File: config.mk
export PLATFORM = sky130hd
export DESIGN_NAME = sha_farm_sched
export DESIGN_NICKNAME = d
export VERILOG_FILES = /design/src/rtl/sha_farm_sched.sv
export SDC_FILE = /design/constraint.sdc
export NUM_CORES = 1
export LEC_CHECK = 0
export CORE_MARGIN = 2
export CORE_UTILIZATION = 40
export CTS_BUF_LIST = sky130_fd_sc_hd__clkbuf_8
export DETAILED_ROUTE_END_ITERATION = 10
export GPL_ROUTABILITY_DRIVEN = 0
export PLACE_DENSITY = 0.74
export SLEW_MARGIN = 30
export SYNTH_ARGS = -nofsm -noshare
export SYNTH_HDL_FRONTEND = slang
export SYNTH_SLANG_ARGS = --single-unit
File: constraint.sdc
create_clock -name clk_i -period 2.4 [get_ports clk_i]
set_input_delay 0.24 -clock clk_i [delete_from_list [all_inputs] [get_ports clk_i]]
set_output_delay 0.24 -clock clk_i [all_outputs]
set_load 0.01 [all_outputs]
File: src/rtl/sha_farm_sched.sv
// sha_farm_sched: loads job words into the SHA farm grid, waits for idle,
// then reads one result per unit back and streams it out tagged with row/col.
module sha_farm_sched #(
    parameter int WIDTH_ADD  = 5,
    parameter int WIDTH_FARM = 16,
    parameter int ROWS       = 4,
    parameter int COLS       = 4,
    parameter int WORDS      = 4
) (
    input  logic                  clk_i,
    input  logic                  rst_i,
    input  logic                  job_valid_i,
    input  logic [WIDTH_FARM-1:0] job_data_i,
    output logic                  job_ready_o,
    output logic [WIDTH_ADD-1:0]  writerow_o,
    output logic [WIDTH_ADD-1:0]  writecol_o,
    output logic [WIDTH_ADD-1:0]  readrow_o,
    output logic [WIDTH_ADD-1:0]  readcol_o,
    output logic [WIDTH_FARM-1:0] farmdata_o,
    output logic                  farmdata_oe_o,
    input  logic [WIDTH_FARM-1:0] farmdata_i,
    input  logic                  farmbusy_i,
    output logic                  result_valid_o,
    output logic [WIDTH_FARM-1:0] result_data_o,
    output logic [WIDTH_ADD-1:0]  result_row_o,
    output logic [WIDTH_ADD-1:0]  result_col_o,
    input  logic                  result_ready_i
);
    typedef enum logic [2:0] {S_IDLE, S_LOAD, S_WAIT, S_RADDR, S_RCAP, S_RESULT} state_t;

    localparam int WW = WORDS > 1 ? $clog2(WORDS) : 1;
    localparam logic [WW-1:0]        W_LAST = WW'(WORDS - 1);
    localparam logic [WIDTH_ADD-1:0] R_LAST = WIDTH_ADD'(ROWS - 1);
    localparam logic [WIDTH_ADD-1:0] C_LAST = WIDTH_ADD'(COLS - 1);

    state_t                r_state, w_state_nxt;
    logic [WW-1:0]         r_word;
    logic [WIDTH_ADD-1:0]  r_row, r_col, r_wrow, r_wcol, r_rrow, r_rcol, r_res_row, r_res_col;
    logic [WIDTH_FARM-1:0] r_fdata, r_res_data;
    logic                  r_oe, r_res_valid, r_guard;
    logic                  w_hs, w_word_last, w_col_last, w_row_last, w_unit_last;
    logic [WIDTH_ADD-1:0]  w_col_nxt, w_row_nxt;

    assign job_ready_o    = r_state == S_LOAD;
    assign w_hs           = job_valid_i & job_ready_o;
    assign w_word_last    = r_word == W_LAST;
    assign w_col_last     = r_col == C_LAST;
    assign w_row_last     = r_row == R_LAST;
    assign w_unit_last    = w_col_last & w_row_last;
    assign w_col_nxt      = w_col_last ? '0 : r_col + 1'b1;
    assign w_row_nxt      = w_col_last ? (w_row_last ? '0 : r_row + 1'b1) : r_row;
    assign writerow_o     = r_wrow;
    assign writecol_o     = r_wcol;
    assign readrow_o      = r_rrow;
    assign readcol_o      = r_rcol;
    assign farmdata_o     = r_fdata;
    assign farmdata_oe_o  = r_oe;
    assign result_valid_o = r_res_valid;
    assign result_data_o  = r_res_data;
    assign result_row_o   = r_res_row;
    assign result_col_o   = r_res_col;

    always_ff @(posedge clk_i or posedge rst_i)
        if (rst_i) r_state <= S_IDLE;
        else       r_state <= w_state_nxt;

    always_comb begin
        w_state_nxt = r_state;
        case (r_state)
            S_IDLE:   w_state_nxt = S_LOAD;
            S_LOAD:   w_state_nxt = (w_hs && w_word_last && w_unit_last) ? S_WAIT : S_LOAD;
            // r_guard keeps the first WAIT cycle from trusting a busy flag the farm has not raised yet
            S_WAIT:   w_state_nxt = (r_guard && !farmbusy_i) ? S_RADDR : S_WAIT;
            S_RADDR:  w_state_nxt = S_RCAP;
            S_RCAP:   w_state_nxt = S_RESULT;
            S_RESULT: w_state_nxt = result_ready_i ? (w_unit_last ? S_LOAD : S_RADDR) : S_RESULT;
            default:  w_state_nxt = S_IDLE;
        endcase
    end

    always_ff @(posedge clk_i or posedge rst_i) begin
        if (rst_i) begin
            r_word      <= '0;
            r_row       <= '0;
            r_col       <= '0;
            r_guard     <= 1'b0;
            r_wrow      <= '0;
            r_wcol      <= '0;
            r_rrow      <= '0;
            r_rcol      <= '0;
            r_fdata     <= '0;
            r_oe        <= 1'b0;
            r_res_valid <= 1'b0;
            r_res_data  <= '0;
            r_res_row   <= '0;
            r_res_col   <= '0;
        end else begin
            r_oe    <= w_hs;
            r_guard <= r_state == S_WAIT;
            if (w_hs) begin
                r_fdata <= job_data_i;
                r_wrow  <= r_row;
                r_wcol  <= r_col;
                r_word  <= w_word_last ? '0 : r_word + 1'b1;
                if (w_word_last) begin
                    r_col <= w_col_nxt;
                    r_row <= w_row_nxt;
                end
            end
            if (r_state == S_WAIT && w_state_nxt == S_RADDR) begin
                r_rrow <= r_row;
                r_rcol <= r_col;
            end
            if (r_state == S_RADDR) begin
                r_res_data <= farmdata_i;
                r_res_row  <= r_row;
                r_res_col  <= r_col;
            end
            if (r_state == S_RCAP) r_res_valid <= 1'b1;
            if (r_state == S_RESULT && result_ready_i) begin
                r_res_valid <= 1'b0;
                r_col       <= w_col_nxt;
                r_row       <= w_row_nxt;
                if (!w_unit_last) begin
                    r_rrow <= w_row_nxt;
                    r_rcol <= w_col_nxt;
                end
            end
        end
    end
endmodule
==> results.txt <==
The run finished with clean final reports. With fillers left out, the area of the finished cells amounts to about 0.0047 mm^2. Net switching is 25.0% of the power.

The core region is 0.00818 mm^2. The via count came out at roughly 2400. The number of iterations in the first detailed-routing pass is 4. Buffers placed on the I/O ports in this run total around 100. For the final routed database, the setup TNS stands at 0 ns. Row generation in the floorplan step produced 33 rows. The initial core utilization came out at about two fifths.

The startpoint kind of the worst setup timing path is a flip-flop. In this run, distinct cell masters in the synthesized netlist total just over 40. The largest driver fanout on the critical path came out at 11.

The number of setup violations in the final report came out at 0. The layout overhead on the synthesized area came out at 40.9%. The worst register-to-register path ends at readcol_o[4]. Sequential cells were found to cover between 50% and 60% of the synthesized design area. The number of instances in the synthesized netlist came out at 249.

The die span in x is roughly 95 um. The number of nets in the synthesized netlist is around 290. The transition at the pin with the smallest max-transition slack is approximately 0.56 ns. The total area of sequential cells came out at 0.00200 mm^2. The combinational group share of total power is roughly 17%.

The arrival time at the worst endpoint is ~2.3 ns. In this run, synthesis produced a sequential element count of 80. The clock network fraction of total power is between 30 and 40%. STA classifies the critical path endpoint as a flip-flop.

The post-synthesis cell area is 0.00335 mm^2. The total area of multi-input combinational cells came out at approximately 0.0013 mm^2. The hold violation total from the final report was 0. The first global-routing pass estimated 11.7 mm of wire. The repair_antennas step left the layout with diodes totalling 0. The post-detailed-placement cell area came out at around 0.0045 mm^2. The die is about 95 um tall. The internal power contribution is between 2000 and 2500 uW. The die covers between 0.009 and 0.01 mm^2.

The total clock sinks came out at 80. The via count of the first global-routing pass is between 2000 and 2500. The post-CTS clock slew at the launch and capture registers of the worst setup and hold paths is 0.08 ns. The ratio of cells with drive above 1 in the final layout is a little under a quarter. The fmax came out at between 400 and 500 MHz. After detailed placement, the design holds a cell count of 450. The clock reaches the later pin of the worst-skew pair after roughly 0.34 ns. The count of filler cells inserted in the layout came out at between 700 and 800. Clock tree synthesis selected as its root buffer the cell sky130_fd_sc_hd__clkbuf_8. The DRC marker count from the first detailed-route iteration is between 100 and 150.

The count of final max-slew check failures is 0. The worst-case IR drop observed on VDD is around 260 uV. The top-level port count is 102. The Yosys step of the flow raised 0 warnings. On the final layout, the worst clock skew is ~0.0080 ns.

In the final routed layout, each cell accounts on average for around 15 um. The maximum buffer depth of the clock tree is 2. In this run, post-CTS hold repair placed 0 buffers.

The number of antenna violations at the first check in global routing was 0. Measured against its own limit, the worst slew margin works out to 62.1%. The area share of the largest cell type after synthesis is roughly three fifths. The total congestion overflow is 0. The leakage power is about 0.0021 uW. The residual antenna-violating net count after detailed routing came out at 0. The via density per instance is around 5.2. For the finished layout, the period the worst path requires is 2.07 ns.

Setup repair after global routing left no endpoint under its margin. The count of non-filler cells in the finished layout is ~470. The average instance in the mapped netlist occupies about 13 um^2.

Sequential cells burn 49.9% of the power. The largest net degree at the start of global routing came out at 39. The worst-case reg-to-reg path depth came out at 5.

The number of gates resized after CTS is 0. Detailed placement ended at an HPWL of ~5.1 mm. TritonCTS built the clock tree. The global routing usage summed across all routing layers came out at 16.8%.

In the routed design, unresolved DRC markers number 0. The required time of the critical path came out at between 2 and 3 ns. The count of max-cap constraint violations is 0. The beginning of the worst register-to-register path is r_col[0]. The setup fix buffers added after clock tree synthesis came out at 0. The H-tree depth reported by CTS is 3. The tightest min-delay check is of the in2async type. Dividing the final minimum period by the clock period gives between 80 and 90%. The number of nets in the layout is between 300 and 400.

The power density normalized to cell area is roughly 670 mW/mm^2. The reported net switching power is 790 uW. By area the synthesized netlist is led by sky130_fd_sc_hd__dfrtp_1, sky130_fd_sc_hd__mux2_2, sky130_fd_sc_hd__nand2_1. The clock buffer count from CTS came out at 9.

For flop-to-flop paths, the worst setup slack is 0.33 ns. The critical path class is reg2reg. Of all cell types, the one taking the most synthesized area is sky130_fd_sc_hd__dfrtp_1. Across all hold checks on the routed design, the worst slack comes to between 0.2 and 0.25 ns.

Summed over all layers, the routed wires come to 7.10 mm.
[power by group through the flow]
| stage | sequential [uW] | combinational, uW | clock (uW) |
|---|---|---|---|
| 2_1_floorplan | 1590 | 277 | 0 |
| 3_3_place_gp | 1600 | 531 | 0 |
| 3_5_place_dp | 1600 | 542 | 0 |
| 4_1_cts | 1580 | 544 | 1090 |
| 5_1_grt | 1600 | 586 | 1150 |
| 6_report | 1570 | 532 | 1050 |
[synthesized netlist by cell type]
cell / number
sky130_fd_sc_hd__nor3b_1: 1
sky130_fd_sc_hd__or3_1: 3
sky130_fd_sc_hd__dfrtp_1: 80
sky130_fd_sc_hd__buf_6: 1
sky130_fd_sc_hd__nand4b_1: 1
sky130_fd_sc_hd__or4_1: 2
sky130_fd_sc_hd__nor4b_1: 1
sky130_fd_sc_hd__nor2_1: 7
sky130_fd_sc_hd__mux2i_1: 2
sky130_fd_sc_hd__nand3_1: 10
sky130_fd_sc_hd__a221o_1: 1
sky130_fd_sc_hd__nand2b_1: 1
sky130_fd_sc_hd__a21oi_1: 4
sky130_fd_sc_hd__mux2_2: 54
sky130_fd_sc_hd__buf_4: 2
sky130_fd_sc_hd__buf_2: 10
sky130_fd_sc_hd__o22ai_1: 2
sky130_fd_sc_hd__or4b_4: 1
sky130_fd_sc_hd__or3b_4: 1
sky130_fd_sc_hd__ha_1: 3
sky130_fd_sc_hd__nand4_1: 3
sky130_fd_sc_hd__nor2_2: 1
sky130_fd_sc_hd__nand4_2: 1
sky130_fd_sc_hd__and4b_1: 1
sky130_fd_sc_hd__and2_1: 2
sky130_fd_sc_hd__a21o_1: 2
sky130_fd_sc_hd__o221a_2: 1
sky130_fd_sc_hd__nand3b_1: 2
sky130_fd_sc_hd__a21oi_2: 1
sky130_fd_sc_hd__nor3b_4: 1
sky130_fd_sc_hd__a311oi_1: 1
sky130_fd_sc_hd__nor3_1: 6
sky130_fd_sc_hd__xor2_1: 4
sky130_fd_sc_hd__xnor2_1: 1
sky130_fd_sc_hd__a31oi_1: 2
sky130_fd_sc_hd__nor4bb_1: 1
sky130_fd_sc_hd__nor4b_4: 1
sky130_fd_sc_hd__a32oi_1: 1
sky130_fd_sc_hd__inv_1: 4
sky130_fd_sc_hd__o21ai_0: 11
sky130_fd_sc_hd__nand2_1: 15
[worst max-delay path, stage by stage (launching register included)]
cell                      delay, ns
sky130_fd_sc_hd__dfrtp_1       0.48
sky130_fd_sc_hd__ha_1          0.29
sky130_fd_sc_hd__nor4b_4       0.49
sky130_fd_sc_hd__a21o_1        0.37
sky130_fd_sc_hd__nand2_1       0.08
sky130_fd_sc_hd__o221a_2       0.26
[cell families (layout without fill, tap and decap cells)]
kind of cell | after synthesis | count (layout) | share of synthesized area (%)
compound gates | 26 | 26 | 4.86
xor+xnor | 5 | 5 | 1.31
flops | 80 | 80 | 59.8
simple gates | 62 | 62 | 11.4
fa+ha+maj | 3 | 3 | 1.12
buf+inv | 17 | 129 | 2.73
mux | 56 | 56 | 18.8
[through the flow]
| step | setup WS, ns | total power, uW | utilization, % |
|---|---|---|---|
| 2_1_floorplan | 0.108 | 1870 | - |
| 3_3_place_gp | 0.425 | 2130 | 55.1 |
| 3_5_place_dp | 0.335 | 2140 | 55.1 |
| 4_1_cts | 0.327 | 3210 | 57.7 |
| 5_1_grt | 0.158 | 3330 | 57.7 |
| 6_report | 0.331 | 3160 | 57.7 |
[area by class of cell]
| class | instances | share of cell area, % |
|---|---|---|
| inverters | 4 | 0.345 |
| well taps | 105 | 2.79 |
| multi-input cells | 152 | 26.9 |
| repair buffers | 109 | 23.0 |
| clock inverters | 7 | 1.88 |
| flip-flops and latches | 80 | 42.5 |
| clock buffers | 9 | 2.63 |
[cells in the final DEF, fill, tap and decap left out, types with 6 or more instances in the layout]
cell                              instances
sky130_fd_sc_hd__nand2_1                 15
sky130_fd_sc_hd__clkbuf_8                 9
sky130_fd_sc_hd__mux2_2                  54
sky130_fd_sc_hd__o21ai_0                 11
sky130_fd_sc_hd__dfrtp_1                 80
sky130_fd_sc_hd__nor3_1                   6
sky130_fd_sc_hd__clkdlybuf4s50_1        101
sky130_fd_sc_hd__nand3_1                 10
sky130_fd_sc_hd__nor2_1                   7
sky130_fd_sc_hd__buf_4                    7
[how the worst max path moves through the flow]
stage	from	cells past startpoint	endpoint
2_1_floorplan	rst_i	1	farmdata_o[0]
3_3_place_gp	r_col[0]	5	readcol_o[4]
3_5_place_dp	r_col[0]	5	readcol_o[4]
4_1_cts	r_col[0]	5	readcol_o[4]
5_1_grt	r_col[0]	5	readcol_o[4]
6_report	r_col[0]	5	readcol_o[4]
[layer usage]
layer / GRT usage (%) / vias up / routed length, um
li1: - / 1106 / -
met5: 0 / - / 0
met2: 26.1 / 92 / 3380
met1: 22.6 / 1202 / 3110
met3: 4.11 / 11 / 509
met4: 7.02 / 0 / 102
Note: power is estimated with default switching activity, not from simulation.
